### config.mk
export PLATFORM = sky130hd
export DESIGN_NAME = alu_issue_ctrl
export DESIGN_NICKNAME = d
export VERILOG_FILES = /design/src/rtl/alu_issue_ctrl.sv
export SDC_FILE = /design/constraint.sdc
export NUM_CORES = 1
export LEC_CHECK = 0
export ABC_CLOCK_PERIOD_IN_PS = 1900
export BUFFER_PORTS_ARGS = -buffer_cell sky130_fd_sc_hd__clkbuf_2
export CAP_MARGIN = 20
export CORE_MARGIN = 2
export CORE_UTILIZATION = 35
export CTS_CLUSTER_SIZE = 28
export DETAILED_ROUTE_END_ITERATION = 10
export GPL_TIMING_DRIVEN = 0
export PLACE_DENSITY = 0.7
export SYNTH_ARGS = -nofsm -noshare
export SYNTH_HDL_FRONTEND = slang
export SYNTH_SLANG_ARGS = --single-unit
### constraint.sdc
create_clock -name clk -period 1.9 [get_ports clk]
set_clock_uncertainty 0.15 [all_clocks]
set_input_delay 0.475 -clock clk [delete_from_list [all_inputs] [get_ports clk]]
set_output_delay 0.475 -clock clk [all_outputs]
set_load 0.05 [all_outputs]
### src/rtl/alu_issue_ctrl.sv
// alu_issue_ctrl: issues one ALU op at a time to the add/sub/mul/div units, holds operands until
// the selected unit reports done, then returns the result. Define ALU_ISSUE_TIMEOUT_EN to add a WAIT timeout.
module alu_issue_ctrl #(
  parameter int W = 16
`ifdef ALU_ISSUE_TIMEOUT_EN
  , parameter int TIMEOUT = 255
`endif
) (
  input  logic           clk,
  input  logic           rst,
  input  logic           in_valid,
  output logic           in_ready,
  input  logic [1:0]     in_opcode,
  input  logic [W-1:0]   in_rs1,
  input  logic [W-1:0]   in_rs2,
  output logic [3:0]     unit_start,
  output logic [W-1:0]   op_rs1,
  output logic [W-1:0]   op_rs2,
  input  logic [3:0]     unit_done,
  input  logic [4*W-1:0] unit_result,
  output logic           out_valid,
  input  logic           out_ready,
  output logic [W-1:0]   out_result,
  output logic [1:0]     out_opcode,
  output logic           out_err,
  output logic           busy,
  output logic [1:0]     dbg_state
);

  // Handshakes: a transfer happens on a rising edge where valid && ready are both high;
  // a valid, once raised, holds its payload stable until that transfer occurs.

  typedef enum logic [1:0] {
    S_IDLE  = 2'd0,
    S_START = 2'd1,
    S_WAIT  = 2'd2,
    S_RESP  = 2'd3
  } state_t;

  state_t         state_q, state_d;
  logic [1:0]     opcode_q, opcode_d;
  logic [3:0]     unit_start_q, unit_start_d;
  logic [W-1:0]   op_rs1_q, op_rs1_d;
  logic [W-1:0]   op_rs2_q, op_rs2_d;
  logic           out_valid_q, out_valid_d;
  logic [W-1:0]   out_result_q, out_result_d;
  logic [1:0]     out_opcode_q, out_opcode_d;
  logic           out_err_q, out_err_d;
  logic           busy_q, busy_d;
`ifdef ALU_ISSUE_TIMEOUT_EN
  logic [7:0]     wait_cnt_q, wait_cnt_d;
  localparam logic [7:0] WAIT_LAST = 8'(TIMEOUT - 1);
`endif

  assign in_ready = (state_q == S_IDLE) && !rst;

  always_comb begin
    state_d      = state_q;
    opcode_d     = opcode_q;
    unit_start_d = 4'b0000;
    op_rs1_d     = op_rs1_q;
    op_rs2_d     = op_rs2_q;
    out_valid_d  = out_valid_q;
    out_result_d = out_result_q;
    out_opcode_d = out_opcode_q;
    out_err_d    = out_err_q;
`ifdef ALU_ISSUE_TIMEOUT_EN
    wait_cnt_d   = wait_cnt_q;
`endif
    case (state_q)
      S_IDLE: begin
        if (in_valid && in_ready) begin
          // Operands go straight into the held operand flops so the units see them during START.
          opcode_d     = in_opcode;
          op_rs1_d     = in_rs1;
          op_rs2_d     = in_rs2;
          unit_start_d = 4'b0001 << in_opcode;
          state_d      = S_START;
        end
      end
      S_START: begin
        state_d = S_WAIT;
`ifdef ALU_ISSUE_TIMEOUT_EN
        wait_cnt_d = 8'd0;
`endif
      end
      S_WAIT: begin
        if (unit_done[opcode_q]) begin
          out_result_d = unit_result[opcode_q*W +: W];
          out_opcode_d = opcode_q;
          out_err_d    = 1'b0;
          out_valid_d  = 1'b1;
          state_d      = S_RESP;
        end
`ifdef ALU_ISSUE_TIMEOUT_EN
        // A done in the same cycle as the final count takes priority over the abort.
        else if (wait_cnt_q == WAIT_LAST) begin
          out_result_d = '0;
          out_opcode_d = opcode_q;
          out_err_d    = 1'b1;
          out_valid_d  = 1'b1;
          state_d      = S_RESP;
        end else begin
          wait_cnt_d = wait_cnt_q + 8'd1;
        end
`endif
      end
      S_RESP: begin
        if (out_valid_q && out_ready) begin
          out_valid_d = 1'b0;
          out_err_d   = 1'b0;
          op_rs1_d    = '0;
          op_rs2_d    = '0;
          state_d     = S_IDLE;
        end
      end
      default: state_d = S_IDLE;
    endcase
    busy_d = (state_d != S_IDLE);
  end

  always_ff @(posedge clk) begin
    if (rst) begin
      state_q      <= S_IDLE;
      opcode_q     <= 2'b00;
      unit_start_q <= 4'b0000;
      op_rs1_q     <= '0;
      op_rs2_q     <= '0;
      out_valid_q  <= 1'b0;
      out_result_q <= '0;
      out_opcode_q <= 2'b00;
      out_err_q    <= 1'b0;
      busy_q       <= 1'b0;
`ifdef ALU_ISSUE_TIMEOUT_EN
      wait_cnt_q   <= 8'd0;
`endif
    end else begin
      state_q      <= state_d;
      opcode_q     <= opcode_d;
      unit_start_q <= unit_start_d;
      op_rs1_q     <= op_rs1_d;
      op_rs2_q     <= op_rs2_d;
      out_valid_q  <= out_valid_d;
      out_result_q <= out_result_d;
      out_opcode_q <= out_opcode_d;
      out_err_q    <= out_err_d;
      busy_q       <= busy_d;
`ifdef ALU_ISSUE_TIMEOUT_EN
      wait_cnt_q   <= wait_cnt_d;
`endif
    end
  end

  assign unit_start = unit_start_q;
  assign op_rs1     = op_rs1_q;
  assign op_rs2     = op_rs2_q;
  assign out_valid  = out_valid_q;
  assign out_result = out_result_q;
  assign out_opcode = out_opcode_q;
  assign out_err    = out_err_q;
  assign busy       = busy_q;
  assign dbg_state  = state_q;

endmodule

Word-level counts from Yosys, hierarchy flattened

Index checks and enable logic that the tools add are counted.

Muxes and demuxes: 16
Equality and inequality tests: 6
Reductions and logical operators: 13
Shift operators: 2
Magnitude comparators: 1
Bitwise gates (word level): 2

Operator list:

| operator                                                                      | number |
|---|---|
| 16-bit one-hot mux with 2 select lines                                        | 2 |
| 64-bit by 7-bit indexed part select with 16-bit output                        | 1 |
| 16-bit 2-to-1 mux                                                             | 3 |
| 2-bit one-hot mux with 4 select lines                                         | 1 |
| 2-bit 2-to-1 mux                                                              | 3 |
| 3-bit AND reduction                                                           | 2 |
| 2-bit nonzero test                                                            | 3 |
| 2-bit == test (second input constant)                                         | 2 |
| 1-bit 2-to-1 mux                                                              | 4 |
| 2-bit != test (second input constant)                                         | 2 |
| 1-bit one-hot mux with 2 select lines                                         | 2 |
| 2-bit AND reduction                                                           | 2 |
| 1-bit by 2-bit left shift with 4-bit output (first input constant)            | 1 |
| 1-bit logical AND                                                             | 3 |
| 2-bit by 3-bit less-than comparator with 1-bit output (second input constant) | 1 |
| 3-bit OR reduction                                                            | 1 |
| 1-bit binary-select mux with 2-bit select                                     | 1 |
| 2-bit by 1-bit == test with 1-bit output (second input constant)              | 1 |
| 2-bit zero test                                                               | 1 |
| 2-bit by 1-bit != test with 1-bit output (second input constant)              | 1 |
| 1-bit NOT                                                                     | 2 |
| 1-bit zero test                                                               | 1 |

Bits of input ports: 106
Logic and storage cells: 50
Flip-flop bits (word level): 61
Output and inout bits: 60

Logic depth before layout (Yosys ltp)

Gate-level depths: netlist of the first run.

Word-level depth: 6
Gate-level depth with buffers: 6
Depth with buffers taken out: 6

Worst setup path after synthesis of the first run

No wires, ideal clock.

Kind: register -> output
From: reg state_q[0], in the netlist dbg_state[0]
To: out in_ready
Stages on the path, launching flop included: 4
Slack: -0.418 ns
Path buffers: 0
Arrival: 1.693 ns
Cells stage by stage: dfxtp_1 -> inv_1 -> ha_1 -> nor2b_1

Cells in the longest elaborated chain, start to end: 2

Ends and longest elaborated chain:

| element                | line | RTL |
|---|---|---|
| from (decl)            | 40   | `state_t state_q, state_d;` |
| from (signal assigned) | 138  | `state_q <= state_d;` |
| 2-bit zero test        | 55   | `assign in_ready = (state_q == S_IDLE) && !rst;` |
| 1-bit logical AND      | 55   |  |
| to (decl)              | 12   | `output logic in_ready,` |

No other way between the ends.

Final worst setup path of the first run

Same ends and word-level chain as after synthesis.

==> qor.txt, run 1 <==
run status: finished with violations
failing checks: setup timing
Synth-to-Final Area Change: 48.8%
placed cell areas: 3610 um^2
Min Clock Period, post-route: 1.91 ns
#FFs+latches synth: 60
CTS tree: done
DR vias/cell: 4.82
Avg Cell Area, Syn: 11.1 um^2
Slew Viols, Final: 0
Worst Hold Class: input pin to flop
Netlist Area Pre-Place: 2660 um^2
Tcrit/Tclk final: 100%
gr usage total: 17.7%
Die Wd: 91.1 um
total chip power: 6.15 mW
io pins: 166
fin area: 3950 um^2
list of most frequent post-synthesis cells: dfxtp_1 (60), nor2_1 (52), a22oi_1 (32)
top post-synthesis cells by area: dfxtp_1 (45%), a22oi_1 (9.0%), mux4_1 (7.9%)
ant diodes: 0
detailed-route wire length per cell: 13.8 um
final wirelength: 7270 um
CTS buffer count: 9
mux cell area share after synthesis: 22.7%
CTS Root Cell: clkbuf_8
worst hold stages: 2
adder-cell area share of the yosys netlist: 2.35%
pwr/cell area: 1560 nW/um^2
sequential area share after synthesis: 45.2%
DP HPWL: 5540 um
Place WS: -0.162 ns
global-route wire length before repair: 11,700 um
Async S/R FF share, synth: 0%
layout cells sized above 1: 51.1%
MaxCap Viol Count: 0
initial antenna violation count: 0
core area: 7290 um^2
leak pwr: 1.97 nW
Clock Path Buffers: 2
final hold viol count: 0
Post-Synth Simple-Gate Area: 11.8%
nets: 533
post-synthesis compound-gate area fraction: 13.5%
die height: 91.1 um
clk slew on worst S/H paths: 0.06 ns
Startpoint Class: flop
Gate Count Post-Synth: 239
largest family of logic cells by synthesized area: multiplexers
vias post-DR: 2,533
residual DRC count: 0
num rows: 31
most common cell in the netlist: dfxtp_1
nature of the critical path endpoint: output pin
DIE AREA: 8310 um^2
Overflow after GRT: 0
Synth Area in XOR/XNOR: 0%
synth warn: 0
CTS sink cnt: 60
number of global-route vias before repair: 2,497
IO buf count: 163
Worst EP arrival: 1.28 ns
Mapped Nets: 350
largest net degree at the start of global routing: 11
Worst Path Required: 1.27 ns
DR iter-0 viols: 91
VDD IR max: 847 uV
Final WS setup: -0.00917 ns
max_slew headroom: 61.5%
top achievable clock speed: 0.524 GHz
initial core utilization: 36.4%
Primary FF master, synth: dfxtp_1
H-tree depth: 3
ANT nets after route: 0
RSZ-0062 raised after global routing: true
Final setup viols: 1
Slew @ Worst Pin: 0.578 ns
post-synthesis cell type count: 34
crit-path max FO: 4
Yosys top cell area share: 45.2%
fill count: 714
setup_tns: -0.00917 ns
CTS Hold Buffers Added: 0
Clock Latency Late Sink: 0.33 ns
area leader, netlist: dfxtp_1
gpl congestion: 0.762
FF-to-FF path depth: 7
worst setup path category: flop to output pin
number of synthesized flops with an enable pin: 0
WHS: 0.223 ns
DR pass1 iterations: 5
-- worst max-delay path, stage by stage (launching register included) --
cell	delay, ns
dfxtp_4	0.38
clkinvlp_4	0.11
ha_4	0.19
nor2b_4	0.13
buf_8	0.15
-- cells in the final DEF (no fill, tap or decap), types with 6 or more instances in the layout --
master    Yosys  layout
a22oi_1      32      32
buf_2         5       6
buf_4         1       9
clkbuf_1     11       9
clkbuf_2      0     164
clkbuf_8      0      10
dfxtp_1      60      58
mux2i_1      19      19
mux4_1        8       8
mux4_2        9       9
nor2_1       52      52
-- area by class of cell --
class / count / area, um^2 / share of cell area (%)
Sequential cell: 60 / 1210 / 30.6
Multi-Input combinational cell: 157 / 1370 / 34.7
Buffer: 19 / 113 / 2.85
Clock buffer: 13 / 170 / 4.30
Inverter: 3 / 17.5 / 0.443
Clock inverter: 3 / 42.5 / 1.08
Tap cell: 99 / 124 / 3.13
Timing Repair Buffer: 172 / 906 / 22.9
-- metrics by stage --
stage / utilization (%) / std cells
floorplan: - / 239
detailed placement: 49.5 / 501
CTS: 53.6 / 523
finish: 54.2 / 526
global route: 54.2 / 526
global placement: 49.5 / 501
-- final timing paths --
path | from | slack, ns | endpoint
hold / removal | in_opcode[0] | 0.22 | unit_start[2]
setup reg to reg | dbg_state[0] | 0.10 | busy
hold reg to reg | op_rs2[0] | 0.35 | op_rs2[0]
setup / recovery | dbg_state[0] | -0.009 | in_ready
-- routing by layer --
layer	global-route usage (%)	wire [um]
met2	29.4	3570
met1	21.5	3180
met4	6.69	106
met5	0	0
met3	5.23	415
-- power by group --
part,switching (mW),internal (mW)
sequential,0.175,1.57
clock,0.500,0.720
combinational,2.07,1.11
-- cells by family after synthesis --
kind of cell,after synthesis
DFF,60
muxes,36
other,1
and+or+nand+nor,69
AOI/OAI and AO/OA,46
adders and majority gates,5
buffers and inverters,22
-- sequential cells by signal, indices dropped and copies added (netlist names) --
signal      cells
opcode_q        2
out_result     16
dbg_state       2
op_rs2         16
out_valid       1
busy            1
op_rs1         16
out_opcode      2
unit_start      4
-- what timing repair did --
item | in CTS | in global routing
setup endpoints to repair | 40 | 46
pin swaps | 2 | 0
buffers inserted | 6 | 3
gates resized for setup | 9 | 11
(Power assumes the default switching activity.)
==> run 2, diff against run 1 <==
--- a/config.mk
+++ b/config.mk
@@ -8,12 +8,15 @@
 export ABC_CLOCK_PERIOD_IN_PS = 1900
 export BUFFER_PORTS_ARGS = -buffer_cell sky130_fd_sc_hd__clkbuf_2
 export CAP_MARGIN = 20
+export CELL_PAD_IN_SITES_DETAIL_PLACEMENT = 1
+export CELL_PAD_IN_SITES_GLOBAL_PLACEMENT = 1
 export CORE_MARGIN = 2
-export CORE_UTILIZATION = 35
+export CORE_UTILIZATION = 29
+export CTS_BUF_LIST = sky130_fd_sc_hd__clkbuf_8
 export CTS_CLUSTER_SIZE = 28
 export DETAILED_ROUTE_END_ITERATION = 10
 export GPL_TIMING_DRIVEN = 0
-export PLACE_DENSITY = 0.7
+export PLACE_DENSITY_LB_ADDON = 0.1
 export SYNTH_ARGS = -nofsm -noshare
 export SYNTH_HDL_FRONTEND = slang
 export SYNTH_SLANG_ARGS = --single-unit
==> run 2 against run 1 <==
The flow still finishes with violations (setup timing). Via count up 1.7%. Cell count up 1.5%. Critical endpoint unchanged. Worst hold slack better by 0.0095 ns.
==> qor.txt, run 2 (synthesis results as in run 1) <==
run status: finished with violations
failing checks: setup timing
nature of the critical path endpoint: output pin
DR iter-0 viols: 67
Worst Path Required: 1.27 ns
Worst Hold Class: input pin to flop
largest net degree at the start of global routing: 12
Min Clock Period, post-route: 1.90 ns
top achievable clock speed: 0.526 GHz
Slew Viols, Final: 0
VDD IR max: 761 uV
core area: 8810 um^2
initial core utilization: 30.2%
DP HPWL: 6020 um
nets: 532
Tcrit/Tclk final: 100%
CP Buf/Inv Count: 2
CTS Hold Buffers Added: 0
Final setup viols: 1
layout cells sized above 1: 51.9%
ant diodes: 0
gr usage total: 15.5%
Startpoint Class: flop
R2R Path Start: dbg_state[0]
slowest CP cell: dfxtp_4
Worst path max stage delay: 0.37 ns
Worst Setup SP: dbg_state[0]
Clock Path Buffers: 2
CTS buffer count: 9
crit-path cells: clkinvlp_4 -> ha_4 -> nor2b_4 -> buf_8
detailed-route wire length per cell: 14.7 um
DR pass1 iterations: 4
clk slew on worst S/H paths: 0.06 ns
hold path start: in_opcode[1]
total chip power: 6.14 mW
Overflow after GRT: 0
Die Wd: 99.7 um
setup_tns: -0.00245 ns
CTS Root Cell: clkbuf_8
commonest non-fill, non-tap cells in the layout: clkbuf_2 (163), dfxtp_1 (58), nor2_1 (52)
commonest non-fill, non-tap cell in the layout: clkbuf_2
io pins: 166
Synth-to-Final Area Change: 48.7%
DIE AREA: 9950 um^2
final core utilization: 44.9%
global-route wire length before repair: 12,200 um
Switching Power: 2.81 mW
ANT nets after route: 0
Slew @ Worst Pin: 0.613 ns
die height: 99.7 um
vias post-DR: 2,575
residual DRC count: 0
initial antenna violation count: 0
Clock power frac: 18.7%
gpl congestion: 0.713
number of global-route vias before repair: 2,638
leak pwr: 1.96 nW
worst setup path category: flop to output pin
switching part of the total: 45.8%
pwr/cell area: 1550 nW/um^2
final wirelength: 7860 um
crit-path max FO: 4
final hold viol count: 0
RSZ-0062 raised after global routing: true
CTS sink cnt: 60
delay-heaviest family, CP: flip-flops
Clock Latency Late Sink: 0.32 ns
max_slew headroom: 59.1%
Worst EP arrival: 1.28 ns
WHS: 0.233 ns
IO buf count: 163
DR vias/cell: 4.82
MaxCap Viol Count: 0
Internal: 3.33 mW
H-tree depth: 3
CTS tree: done
Seq pwr share: 28.3%
fill count: 1,040
num rows: 34
Final WS setup: -0.00245 ns
combinational share of power: 53.0%
==> run 2: metal layers <==
layer,vias up,track usage [%],part of all wire [%]
li1,1247,-,-
met1,1224,18.9,43
met2,92,26.9,49
met3,12,3.02,6.1
met4,0,5.69,1.4
met5,-,0,0
==> run 2: stage by stage <==
stage | std cells | instance area (um^2) | worst slack, ns
floorplan | 239 | 2670 | -0.00440
global placement | 510 | 3620 | -0.143
detailed placement | 510 | 3620 | -0.185
CTS | 531 | 3910 | -0.0315
global route | 534 | 3950 | -0.0569
finish | 534 | 3950 | -0.00245
==> run 2: repair_timing <==
item,in CTS,in global routing
endpoints found under the setup margin,41,45
gates cloned,0,0
resized for setup,12,10
pin swaps,2,1
endpoints found under the hold margin,0,0
buffers inserted,5,3
==> run 2: path summary, 6_finish.rpt <==
check	endpoint	slack, ns	cells after the start
worst max-delay path	in_ready	-0.002	4
worst max register to register	busy	0.10	6
worst min-delay path	unit_start[0]	0.23	2
worst min register to register	op_rs1[15]	0.35	2
==> run 2: worst reg2reg max path: stages (launching register included) <==
cell	delay [ns]
dfxtp_4	0.37
clkinvlp_4	0.11
buf_4	0.16
ha_1	0.31
nor3b_2	0.28
a2111oi_4	0.07
or2_1	0.24
==> run 2: cell type report <==
class / instances / area (um^2) / share of cell area, %
buffer: 19 / 115 / 2.91
clock buffer: 10 / 138 / 3.48
clock inverter: 6 / 62.6 / 1.58
inverter: 3 / 15.0 / 0.380
multi-input combinational: 157 / 1380 / 34.9
sequential: 60 / 1210 / 30.6
tap: 108 / 135 / 3.42
timing repair buffer: 171 / 898 / 22.7
==> run 2: power groups by stage <==
| stage | logic, mW | registers [mW] | clock network [mW] |
|---|---|---|---|
| finish | 3.25 | 1.73 | 1.15 |
| global route | 3.48 | 1.78 | 1.26 |
| CTS | 3.19 | 1.74 | 1.20 |
| detailed placement | 3.02 | 1.76 | 0 |
| global placement | 2.98 | 1.76 | 0 |
| floorplan | 1.29 | 2.74 | 0 |
==> run 3, diff against run 2 <==
--- a/config.mk
+++ b/config.mk
@@ -16,7 +16,7 @@
 export CTS_CLUSTER_SIZE = 28
 export DETAILED_ROUTE_END_ITERATION = 10
 export GPL_TIMING_DRIVEN = 0
-export PLACE_DENSITY_LB_ADDON = 0.1
+export PLACE_DENSITY = 0.88
 export SYNTH_ARGS = -nofsm -noshare
 export SYNTH_HDL_FRONTEND = slang
 export SYNTH_SLANG_ARGS = --single-unit
==> run 3 against run 2 <==
The run still ends with setup timing left. Die area did not move. Final area rose by 0.76%. Sequential power barely moved. Via count rose by 2.4%. Worst hold slack improved by 0.0048 ns. Critical path type unchanged.
==> qor.txt, run 3 (synthesis results as in run 1) <==
run status: finished with violations
failing checks: setup timing
R2R Path Start: dbg_state[0]
layout cells sized above 1: 52.6%
Final WS setup: -0.0223 ns
Clock Path Buffers: 2
largest net degree at the start of global routing: 11
Min Clock Period, post-route: 1.92 ns
Final setup viols: 1
worst setup path category: flop to output pin
H-tree depth: 3
commonest non-fill, non-tap cells in the layout: clkbuf_2 (163), dfxtp_1 (58), nor2_1 (52)
VDD IR max: 772 uV
CTS Hold Buffers Added: 0
MaxCap Viol Count: 0
CTS tree: done
CTS buffer count: 9
Worst EP arrival: 1.30 ns
DP HPWL: 6610 um
hold path endpoint: unit_start[0]
placed cell areas: 3620 um^2
residual DRC count: 0
fill count: 1,058
gpl congestion: 0.737
nature of the critical path endpoint: output pin
Place WS: -0.197 ns
clk slew on worst S/H paths: 0.06 ns
hold path start: in_opcode[0]
ANT nets after route: 0
Slew @ Worst Pin: 0.592 ns
R2R Path End: busy
gr usage total: 17.1%
crit-path max FO: 4
Tcrit/Tclk final: 101%
DR pass1 iterations: 4
max_slew headroom: 60.5%
io pins: 166
Die Wd: 99.7 um
DR iter-0 viols: 59
DR vias/cell: 4.94
top achievable clock speed: 0.520 GHz
setup_tns: -0.0223 ns
pwr/cell area: 1560 nW/um^2
worst hold stages: 2
ant diodes: 0
number of global-route vias before repair: 2,766
CTS Root Cell: clkbuf_8
nets: 534
global-route wire length before repair: 13,200 um
DIE AREA: 9950 um^2
die height: 99.7 um
vias post-DR: 2,638
Clock Latency Late Sink: 0.33 ns
flop-to-flop setup slack: 0.06 ns
final core utilization: 45.2%
initial antenna violation count: 0
final hold viol count: 0
Overflow after GRT: 0
Slew Viols, Final: 0
Startpoint Class: flop
num rows: 34
Worst Hold Class: input pin to flop
FF-to-FF path depth: 6
commonest non-fill, non-tap cell in the layout: clkbuf_2
fin area: 3980 um^2
initial core utilization: 30.2%
Worst Setup SP: dbg_state[0]
leak pwr: 1.98 nW
Synth-to-Final Area Change: 49.8%
final wirelength: 8440 um
IO buf count: 163
detailed-route wire length per cell: 15.8 um
core area: 8810 um^2
CTS sink cnt: 60
RSZ-0062 raised after global routing: true
Worst Path Required: 1.27 ns
run 3: cell count changes in the layout (fill, tap and decap cells not counted), moves of 3 or more:
cell,delta
a22oi_1,-3
a22oi_2,+3
buf_4,+3
buf_2,-4
clkbuf_4,+3
run 3: power by group:
| group | leakage, nW | switching [mW] | total, mW | internal (mW) |
|---|---|---|---|---|
| clock | 0.102 | 0.478 | 1.13 | 0.656 |
| sequential | 0.491 | 0.182 | 1.75 | 1.57 |
| combinational | 1.38 | 2.16 | 3.32 | 1.17 |
| total | 1.98 | 2.82 | 6.21 | 3.39 |
run 3: per-layer routing:
metal	track usage [%]	part of all wire [%]	up-vias	routed length [um]
li1	-	-	1253	-
met1	18.5	39	1271	3260
met2	31.9	54	95	4550
met3	3.94	5.2	19	437
met4	6.85	2.2	0	189
met5	0	0	-	0
run 3: layout make-up:
| class | count | area, um^2 | area share (%) |
|---|---|---|---|
| Timing Repair Buffer | 173 | 913 | 22.9 |
| Inverter | 3 | 15.0 | 0.377 |
| Sequential cell | 60 | 1210 | 30.4 |
| Tap cell | 108 | 135 | 3.39 |
| Buffer | 19 | 125 | 3.14 |
| Clock inverter | 3 | 38.8 | 0.974 |
| Multi-Input combinational cell | 157 | 1390 | 35.0 |
| Clock buffer | 11 | 151 | 3.80 |
run 3: metrics by stage:
stage | hold WS (ns) | total power, mW | instances
2_1_floorplan | 0.402 | 4.04 | 239
4_1_cts | 0.222 | 6.14 | 532
5_1_grt | 0.240 | 6.58 | 534
6_report | 0.238 | 6.21 | 534
3_5_place_dp | 0.337 | 4.80 | 510
3_3_place_gp | 0.326 | 4.69 | 510
run 3: what timing repair did:
item	CTS	global route
setup endpoints to repair	41	46
resized for setup	10	24
pin swaps	2	1
buffers inserted	8	2
run 3: worst max-delay path by stage:
stage / cells after the start / endpoint
3_5_place_dp: 6 / op_rs2[9]
5_1_grt: 4 / in_ready
2_1_floorplan: 3 / in_ready
6_report: 4 / in_ready
4_1_cts: 4 / in_ready
3_3_place_gp: 6 / op_rs2[8]
run 3: worst max-delay path, stage by stage, from the launching register on:
cell	delay, ns
dfxtp_4	0.38
clkinvlp_4	0.12
ha_4	0.19
nor2b_4	0.13
buf_8	0.15
